File: config.mk
export PLATFORM = sky130hd
export DESIGN_NAME = id_decode_stage
export DESIGN_NICKNAME = d
export VERILOG_FILES = /design/src/rtl/id_decode_stage.sv
export SDC_FILE = /design/constraint.sdc
export NUM_CORES = 1
export LEC_CHECK = 0
export CORE_MARGIN = 3
export CORE_UTILIZATION = 40
export CTS_CLUSTER_DIAMETER = 50
export DETAILED_ROUTE_END_ITERATION = 7
export DONT_BUFFER_PORTS = 1
export PLACE_DENSITY = 0.65
export SYNTH_ARGS = -nofsm -noshare
export SYNTH_HDL_FRONTEND = slang
export SYNTH_SLANG_ARGS = --single-unit
File: constraint.sdc
create_clock -name clk_i -period 2.65 [get_ports clk_i]
set_clock_uncertainty 0.2 [all_clocks]
set_input_delay 0.53 -clock clk_i [delete_from_list [all_inputs] [get_ports clk_i]]
set_output_delay 0.53 -clock clk_i [all_outputs]
set_load 0.03 [all_outputs]
File: src/rtl/id_decode_stage.sv
// id_decode_stage: RV32I decoder for the ALU-control path, with an output register
// and a skid register so that in_ready_o can come straight from a flop.
module id_decode_stage #(
    parameter int XLEN = 32
) (
    input  logic            clk_i,
    input  logic            rst_ni,
    input  logic            flush_i,
    input  logic            in_valid_i,
    output logic            in_ready_o,
    input  logic [XLEN-1:0] instr_i,
    output logic            out_valid_o,
    input  logic            out_ready_i,
    output logic [2:0]      aluop_o,
    output logic [2:0]      func3_o,
    output logic            func7_o,
    output logic [4:0]      rd_o,
    output logic [4:0]      rs1_o,
    output logic [4:0]      rs2_o,
    output logic [XLEN-1:0] imm_o,
    output logic            reg_write_o,
    output logic            mem_read_o,
    output logic            mem_write_o,
    output logic            branch_o,
    output logic            jump_o,
    output logic            alu_src_o,
    output logic            illegal_o
);
    typedef struct packed {
        logic [2:0]      aluop;
        logic [2:0]      func3;
        logic            func7;
        logic [4:0]      rd;
        logic [4:0]      rs1;
        logic [4:0]      rs2;
        logic [XLEN-1:0] imm;
        logic            reg_write;
        logic            mem_read;
        logic            mem_write;
        logic            branch;
        logic            jump;
        logic            alu_src;
        logic            illegal;
    } bundle_t;

    localparam logic [6:0] OP_R     = 7'b0110011;
    localparam logic [6:0] OP_IMM   = 7'b0010011;
    localparam logic [6:0] OP_BR    = 7'b1100011;
    localparam logic [6:0] OP_LOAD  = 7'b0000011;
    localparam logic [6:0] OP_STORE = 7'b0100011;
    localparam logic [6:0] OP_AUIPC = 7'b0010111;
    localparam logic [6:0] OP_LUI   = 7'b0110111;
    localparam logic [6:0] OP_JAL   = 7'b1101111;
    localparam logic [6:0] OP_JALR  = 7'b1100111;

    bundle_t            w_dec;
    bundle_t            r_out;
    bundle_t            r_skid;
    logic signed [31:0] w_imm;
    logic [31:0]        w_i;
    logic               r_out_valid;
    logic               r_skid_valid;
    logic               r_in_ready;
    logic               w_accept;
    logic               w_load;
    logic               w_skid_next;

    assign w_i = instr_i[31:0];

    always_comb begin
        w_dec       = '0;
        w_imm       = '0;
        w_dec.func3 = w_i[14:12];
        w_dec.rd    = w_i[11:7];
        w_dec.rs1   = w_i[19:15];
        w_dec.rs2   = w_i[24:20];
        case (w_i[6:0])
            OP_R: begin
                w_dec.reg_write = 1'b1;
                w_dec.func7     = w_i[30];
            end
            OP_IMM: begin
                w_dec.aluop     = 3'b001;
                w_dec.reg_write = 1'b1;
                w_dec.alu_src   = 1'b1;
                // only the shift-right pair uses bit 30, so ADDI never looks like SUB
                w_dec.func7     = (w_i[14:12] == 3'b101) && w_i[30];
                w_imm           = 32'(signed'(w_i[31:20]));
            end
            OP_BR: begin
                w_dec.aluop  = 3'b010;
                w_dec.branch = 1'b1;
                w_imm        = 32'(signed'({w_i[31], w_i[7], w_i[30:25], w_i[11:8], 1'b0}));
            end
            OP_LOAD: begin
                w_dec.aluop     = 3'b011;
                w_dec.reg_write = 1'b1;
                w_dec.mem_read  = 1'b1;
                w_dec.alu_src   = 1'b1;
                w_imm           = 32'(signed'(w_i[31:20]));
            end
            OP_STORE: begin
                w_dec.aluop     = 3'b011;
                w_dec.mem_write = 1'b1;
                w_dec.alu_src   = 1'b1;
                w_imm           = 32'(signed'({w_i[31:25], w_i[11:7]}));
            end
            OP_AUIPC, OP_LUI: begin
                w_dec.aluop     = (w_i[6:0] == OP_LUI) ? 3'b101 : 3'b100;
                w_dec.reg_write = 1'b1;
                w_dec.alu_src   = 1'b1;
                w_imm           = {w_i[31:12], 12'b0};
            end
            OP_JAL: begin
                w_dec.aluop     = 3'b110;
                w_dec.reg_write = 1'b1;
                w_dec.jump      = 1'b1;
                w_imm           = 32'(signed'({w_i[31], w_i[19:12], w_i[20], w_i[30:21], 1'b0}));
            end
            OP_JALR: begin
                w_dec.aluop     = 3'b110;
                w_dec.reg_write = 1'b1;
                w_dec.jump      = 1'b1;
                w_dec.alu_src   = 1'b1;
                w_imm           = 32'(signed'(w_i[31:20]));
            end
            default: begin
                w_dec.aluop   = 3'b111;
                w_dec.illegal = 1'b1;
            end
        endcase
        w_dec.imm = XLEN'(w_imm);
    end

    assign w_accept    = in_valid_i && r_in_ready;
    assign w_load      = !r_out_valid || out_ready_i;
    // skid fills only when the output register is stalled; any load empties it
    assign w_skid_next = w_load ? 1'b0 : (r_skid_valid || w_accept);

    always_ff @(posedge clk_i or negedge rst_ni) begin
        if (!rst_ni) begin
            r_out_valid  <= 1'b0;
            r_skid_valid <= 1'b0;
            r_in_ready   <= 1'b1;
            r_out        <= '0;
            r_skid       <= '0;
        end else if (flush_i) begin
            r_out_valid  <= 1'b0;
            r_skid_valid <= 1'b0;
            r_in_ready   <= 1'b1;
        end else begin
            if (w_load) begin
                r_out_valid <= r_skid_valid || w_accept;
                if (r_skid_valid) r_out <= r_skid;
                else if (w_accept) r_out <= w_dec;
            end
            if (!w_load && w_accept) r_skid <= w_dec;
            r_skid_valid <= w_skid_next;
            r_in_ready   <= !w_skid_next;
        end
    end

    assign in_ready_o  = r_in_ready;
    assign out_valid_o = r_out_valid;
    assign aluop_o     = r_out.aluop;
    assign func3_o     = r_out.func3;
    assign func7_o     = r_out.func7;
    assign rd_o        = r_out.rd;
    assign rs1_o       = r_out.rs1;
    assign rs2_o       = r_out.rs2;
    assign imm_o       = r_out.imm;
    assign reg_write_o = r_out.reg_write;
    assign mem_read_o  = r_out.mem_read;
    assign mem_write_o = r_out.mem_write;
    assign branch_o    = r_out.branch;
    assign jump_o      = r_out.jump;
    assign alu_src_o   = r_out.alu_src;
    assign illegal_o   = r_out.illegal;
endmodule

## Word-level counts from Yosys, hierarchy flattened

Cells that the tools add are included.
Widths: inputs -> output; s select.

| storage, ports and cells | value |
|---|---|
| register bits after elaboration | 125 |
| word-level logic and storage cells | 79 |

| cells by class | value |
|---|---|
| muxes and demuxes | 18 |
| bitwise gates (word level) | 1 |
| reduce and logical (&&, ||, !) cells | 19 |
| eq/ne operators | 10 |

Operator list:

| operator | count |
|---|---|
| $pmux 32 s5 | 1 |
| $mux 61 | 2 |
| $eq 7x6->1 const B | 3 |
| $eq 7x7->1 const B | 3 |
| $pmux 3 s6 | 1 |
| $eq 7x5->1 const B | 2 |
| $mux 1 | 13 |
| $reduce_or 9->1 | 1 |
| $eq 7x2->1 const B | 1 |
| $reduce_or 7->1 | 1 |
| $reduce_or 2->1 | 3 |
| $reduce_or 6->1 | 1 |
| $reduce_bool 2->1 | 2 |
| $eq 3x3->1 const B | 1 |
| $logic_and 1x1->1 | 3 |
| $logic_not 1->1 | 3 |
| $reduce_and 3->1 | 1 |
| $reduce_or 3->1 | 1 |
| $logic_or 1x1->1 | 2 |
| $pmux 1 s2 | 1 |
| $reduce_and 2->1 | 1 |
| $not 1->1 | 1 |

## Depth between registers and ports, before layout

| logic depth | value |
|---|---|
| depth in word-level cells | 5 |
| depth in mapped cells | 7 |
| mapped depth without buffers | 4 |

## Worst setup path before layout

Ideal clock, no wire load.

| timing | value |
|---|---|
| path kind | register to register |
| from | register r_in_ready, in the netlist in_ready_o |
| to | register r_out, in the netlist imm_o[21] |
| library setup time | 0.128 ns |
| period minus slack after synthesis | 2.068 ns |
| cell stages (with the launch flop) | 7 |
| setup slack | 0.582 ns |
| buffers on the path | 2 |
| arrival time | 1.740 ns |
| path through | dfstp_2 -> a21oi_1 -> or4_1 -> buf_6 -> a21oi_4 -> buf_8 -> a211oi_2 |

| on the way | value |
|---|---|
| cells in the longest elaborated chain, start to end | 3 |

Ends and longest elaborated chain:

| element | line | RTL |
|---|---|---|
| start: declaration | 63 | `logic r_in_ready;` |
| start signal: assignment | 159 | `r_in_ready <= !w_skid_next;` |
| $logic_and 1x1->1 | 135 | `assign w_accept = in_valid_i && r_in_ready;` |
| $reduce_bool 2->1 (no source line) | -- |  |
| $reduce_and 3->1 (no source line) | -- |  |
| end signal: assignment | 154 | `if (r_skid_valid) r_out <= r_skid;` |
| end signal: assignment | 155 | `else if (w_accept) r_out <= w_dec;` |
| end: declaration | 57 | `bundle_t r_out;` |

Every way passes these cells.
A chain may end at the register's enable or synchronous reset.

## Worst setup path in the final report

| timing | value |
|---|---|
| from | register r_in_ready, in the netlist in_ready_o |
| to | register r_out, in the netlist imm_o[23] |

The elaborated chain is that of the path after synthesis.

==> results.py <==
metrics = {
    "floorplan": {
        "die_x_um": 125,
        "initial_core_util_pct": 41.0,
        "core_region_area_um2": 13900,
        "dieArea_um2": 15700,
        "rows": 43,
        "die-height_um": 125,
        "io_pins": 100,
    },
    "routing": {
        "drcViolationCount": 0,
        "vias": 4370,
        "viasPerCell": 5.62,
        "wl_per_cell_um": 18.7,
        "drt_wl_total_um": 14500,
        "drt-initial-drc-count": 362,
        "final_antenna_net_count": 0,
        "first_pass_iters": 5,
    },
    "synth": {
        "synthFlopType": "dfrtp_1",
        "synth-seq-area-share_pct": 54.8,
        "netlist.area_leader.share_pct": 54.4,
        "yosys-top-cells-area": "dfrtp_1 54%, nand2_1 9.2%, o21ai_0 3.5%, mux2i_1 3.3%, nor2_1 2.9%",
        "async_flop_share_pct": 100,
        "synth_compound_area_share_pct": 17.6,
        "synth_top_area_cell": "dfrtp_1",
        "synth_xor_area_share_pct": 0.153,
        "muxShareOfSynthArea_pct": 3.92,
        "synthesis.nets": 629,
        "synthAdderAreaFrac_pct": 0,
        "synth.distinct_cells": 56,
        "ys_ff_latch": 125,
        "post_synth.cell_area_avg_um2": 9.64,
        "synth-edff-count": 0,
        "synth-simple-area-share_pct": 19.5,
        "netlist_area_um2": 5710,
        "synth_top_family_by_area": "simple AND/OR/NAND/NOR gates",
        "synth_cells": 592,
        "ys_warn_count": 0,
    },
    "critical_path": {
        "rr_startpoint": "in_ready_o",
        "end_kind": "flip-flop",
        "r2r_slack_ps": 310,
        "cp-start-kind": "flip-flop",
        "worstSetupStartpoint": "in_ready_o",
        "crit_chain": "a21oi_1, or3_2, buf_4, nor3_1, a211oi_2",
        "cpMaxStageDelayCell": "dfstp_2",
        "required_ps": 2710,
        "path_class": "flip-flop to flip-flop",
        "slowest_delay_ps": 630,
        "critPathTopFamily": "simple AND/OR/NAND/NOR gates",
        "path_max_fanout": 44,
        "cp.arrival_ps": 2410,
        "cp_num_buf_inv": 1,
    },
    "global_route": {
        "grt_overflow": 0,
        "antenna_found_initial": 0,
        "grt_usage_pct": 19.1,
        "grt_max_degree": 126,
        "grt_pass1_vias": 4337,
        "grt_pass1_wl_um": 24000,
    },
    "power": {
        "netSwitchingPower_w": 0.00146,
        "swShare_pct": 27.1,
        "power_frac_seq_pct": 48.0,
        "comb_power_share_pct": 7.5,
        "leakage_nw": 2.79,
        "ir_drop_mv": 0.387,
        "p_clk_share_pct": 44.5,
        "power.density_nw_per_um2": 829,
        "p_int_w": 0.00392,
    },
    "finish": {
        "drive_gt1_share_pct": 11.9,
        "diodes": 0,
        "syn_to_final_growth_pct": 13.7,
        "fillers": 1252,
        "final_common_cell": "nand2_1",
        "nNetsFinal": 621,
        "final_cell_mix": "140 x nand2_1, 123 x dfrtp_1, 44 x nor2_1, 40 x o21ai_0, 32 x a21oi_1",
        "final_util_pct": 46.6,
    },
    "sta": {
        "whs_ps": -381,
        "tns_ps": 0,
        "fmaxAchievable_mhz": 426,
        "rsz0062_at_grt": "false",
        "hold_viol_final": 125,
        "drv_slew": 0,
        "maxSlewHeadroom_pct": 61.9,
        "setup_viol": 0,
        "fin_crit_sh_pct": 88.5,
        "worst_slack_ps": 305,
        "min_period_ps": 2340,
        "max_slew.worst_pin.slew_ps": 569,
    },
    "clock_tree": {
        "clk_pin_slew_ps": 60,
        "numCtsBuffers": 17,
        "htree_levels": 4,
        "cts.sinks": 125,
        "clock_latency_ps": 400,
        "ctsHoldBuffers": 1,
        "clockBufferDepth": 2,
        "post-cts-setup-buffers": 0,
        "cts_tree": "built",
        "root_buffer": "clkbuf_16",
    },
    "run": {
        "cap_violations": 0,
    },
    "placement": {
        "place_congestion": 0.889,
        "dp_slack_ps": 319,
        "dp_hpwl_um": 9850,
        "port_buffers": 0,
    },
    "status": {
        "violations": "hold timing",
        "outcome": "finished with violations",
    },
    "hold_path": {
        "hp-class": "input port to asynchronous set/reset pin",
    },
}
==> metrics by stage <==
stage | hold WS [ps] | cell area (um2) | std cells | power [W]
after floorplan | 34.4 | 5710 | 592 | 0.00291
after global placement | 38.0 | 5860 | 744 | 0.00300
after detailed placement | 37.6 | 5860 | 744 | 0.00302
after CTS | -397 | 6490 | 777 | 0.00543
after global routing | -401 | 6490 | 777 | 0.00561
final | -381 | 6490 | 777 | 0.00538
==> worst reg2reg max path, stage by stage, from the launching register on <==
cell,delay [ps]
dfstp_2,630
a21oi_1,220
or3_2,550
buf_4,310
nor3_1,250
a211oi_2,50
==> sequential cells by signal, indices dropped and copies added (netlist names) <==
signal,count
rd_o,5
mem_read_o,1
out_valid_o,1
reg_write_o,1
in_ready_o,1
r_skid_valid,1
func3_o,3
r_skid,61
rs2_o,5
jump_o,1
rs1_o,5
branch_o,1
func7_o,1
illegal_o,1
mem_write_o,1
aluop_o,3
imm_o,32
alu_src_o,1
==> what timing repair did <==
item / in CTS / in global routing
setup endpoints to repair: 0 / 0
endpoints found under the hold margin: 126 / 125
resized for setup: 0 / 0
==> power groups by stage <==
stage / logic (W) / registers, W / clock network, W
6_report: 0.000404 / 0.00258 / 0.00239
4_1_cts: 0.000409 / 0.00259 / 0.00243
3_3_place_gp: 0.000386 / 0.00261 / 0
3_5_place_dp: 0.000405 / 0.00262 / 0
2_1_floorplan: 0.000348 / 0.00256 / 0
5_1_grt: 0.000470 / 0.00261 / 0.00253
==> area by class of cell <==
| cell class | instances | area, um2 | area share [%] |
|---|---|---|---|
| inverters | 4 | 15.0 | 0.231 |
| clock inverters | 10 | 136 | 2.10 |
| repair buffers | 16 | 135 | 2.08 |
| clock buffers | 22 | 484 | 7.46 |
| well taps | 180 | 225 | 3.47 |
| multi-input cells | 420 | 2360 | 36.4 |
| flip-flops and latches | 125 | 3130 | 48.2 |
==> kinds of logic (layout without fill, tap and decap cells) <==
family                    count (synthesis)  in the layout
and+or+nand+nor                         252            252
DFF                                     125            125
buffers and inverters                    47             52
muxes                                    22             22
xor gates and xnor gates                  1              1
AOI/OAI and AO/OA                       145            145
==> metal layers <==
metal	global-route usage (%)	wire, um	vias to the layer above	part of all wire [%]
met2	29.1	6700	171	46
met1	25.3	6280	2119	43
li1	-	-	2063	-
met4	6.31	231	0	1.6
met5	0	0	-	0
met3	6.96	1310	17	9.0
==> synth_stat cells (2+ instances only) <==
cell	n
mux2_2	3
clkbuf_1	24
nand3_1	24
buf_4	2
nand3b_1	4
o211ai_1	10
buf_2	14
inv_1	4
nor2_1	44
nand2_1	140
nand2b_1	4
nor3_1	15
buf_6	2
a21oi_1	32
a31oi_1	3
o21a_1	2
mux2i_1	19
and3b_1	2
o21bai_1	2
or3_1	4
nor2b_1	3
a211oi_2	10
a22oi_1	5
o221ai_1	8
a21o_1	2
a211oi_1	3
o21ai_0	40
o31ai_1	2
dfrtp_1	124
a221o_1	8
o21ai_1	8
==> worst paths after layout <==
path,endpoint,depth (start not counted)
max,imm_o[23],5
min,imm_o[5],0
max reg2reg,imm_o[23],5
min reg2reg,r_skid[55],2
max in group asynchronous,in_ready_o,0
min in group clk_i,r_skid[5],1
Note: power is estimated with default switching activity, not from simulation.
==> patch (same flow settings) <==
Set the parameter `XLEN` to 48 (it was 32).
--- a/src/rtl/id_decode_stage.sv
+++ b/src/rtl/id_decode_stage.sv
@@ -3,3 +3,3 @@
 module id_decode_stage #(
-    parameter int XLEN = 32
+    parameter int XLEN = 48
 ) (
Ports: changed (resized imm_o and instr_i); port bits go from 100 to 132. No check against the original RTL was run, so the function may have changed too.
==> patch against the original RTL <==
- the run still ends with hold timing left
- final cell count grew 1.4%
- synthesized area grew 0.92%
- setup slack lost 0.10 ns
- final area is essentially flat
- count of clock-buffer cells in the layout grew 3
- sequential power grew 2%
- wire length grew 3.7%
- first-iteration DRC count grew 9.9%
- sequential cell count is the same
- total power grew 0.53%
==> patch: results (changes against the original RTL) <==
Status
The run finished, with violations left. The checks that failed: hold timing.

Clocking
The clock latency of the later-clocked register in the worst-skew pair was 0.42 ns (+0.02 ns). The number of buffers added to fix hold violations after cts is 3 (+2).

Final layout
The layout sequential cell count is 125 (unchanged). The register fraction of the total cell area is 48.33% (+0.095 points). The clock-cell share of area is 8.837% (-0.73 points). The count of fill cells added during filler insertion is 1301 (+3.9%). The total number of nets in the final design was 649 (+4.5%). The clock tree buffer count of the final layout is 25 (+14%).

Place
The HPWL after detailed placement is 10.16 mm (+3.2%).

Pwr
The largest voltage drop on the vdd net was 0.0005118 V (+32%).

Logic synthesis
The compound-gate portion of the synthesized area is 16.03% (-1.6 points). The xor-xnor portion of the synthesized cell area is 0% (-0.15 points). The multiplexer share of the synthesized area is 4.084% (+0.16 points). The net count after synthesis is 665 (+5.7%).

GRT
The routing usage on met3 is 8.906% (+1.9 points). The first-pass GRT wire length is 24.57 mm (+2.4%). The met2 global-route usage was 30.20% (+1.1 points). The global-route usage over all layers is 19.63% (+0.57 points). The global-route track usage on met1 was 24.47% (-0.85 points).

Route
The iteration-0 DRC count of the detailed router is 398 (+9.9%). The detailed-route wire length was 15.06 mm (+3.7%). The number of vias per cell after detailed routing is 5.656 (+0.57%).

Timing
The hold violation count in the final report is 125 (unchanged). The worst hold margin is -0.3880 ns (-0.007457 ns).

Critical path
The internal reg-to-reg setup slack is 0.20 ns (-0.10 ns).
-- patch: changes by cell type after synthesis, sizes merged, moves of 8 or more --
cell,before,now
a211oi,13,22
a21oi,34,25
a221o,8,0
buf,19,30
nor3,16,25
o211ai,10,20
o221ai,8,0
-- patch: worst max path at each step --
stage | cells after the start | end | slack, ns
CTS | 4 | imm_o[17] | 0.22
detailed placement | 4 | imm_o[15] | 0.25
global placement | 5 | r_skid[11] | 0.31
floorplan | 6 | imm_o[30] | 0.50
global route | 4 | imm_o[18] | 0.09
finish | 4 | imm_o[18] | 0.20
-- patch: cell families after synthesis --
| group | Yosys count |
|---|---|
| buffers and inverters | 61 |
| flip-flops | 125 |
| multiplexers | 23 |
| AND/OR/NAND/NOR | 262 |
| AO/OA/AOI/OAI | 141 |
-- patch: routing by layer --
metal  part of all wire, %  up-vias
met5                     0        -
met4                   1.9        0
met1                    42     2202
met3                    10       21
met2                    46      154
li1                      -     2080
-- patch: critical path: stages (launching register included) --
cell and delay [ns]:
sky130_fd_sc_hd__dfstp_2 0.66, sky130_fd_sc_hd__a21oi_2 0.13, sky130_fd_sc_hd__or3_4 0.52, sky130_fd_sc_hd__nor3_2 0.60, sky130_fd_sc_hd__a211oi_1 0.18
-- patch: metrics by stage --
step	hold WS [ns]	cell area, µm²	std cells
detailed placement	0.03852	5882	754
floorplan	0.03441	5759	612
finish	-0.3880	6485	788
global route	-0.4130	6485	788
global placement	0.03872	5882	754
CTS	-0.4057	6485	788
-- patch: power breakdown --
part,internal (mW),switching [mW],leakage (nW),total [mW]
Clock,1.43,0.818,0.285,2.24
Sequential,2.18,0.443,1.59,2.62
Combinational,0.197,0.344,0.858,0.542
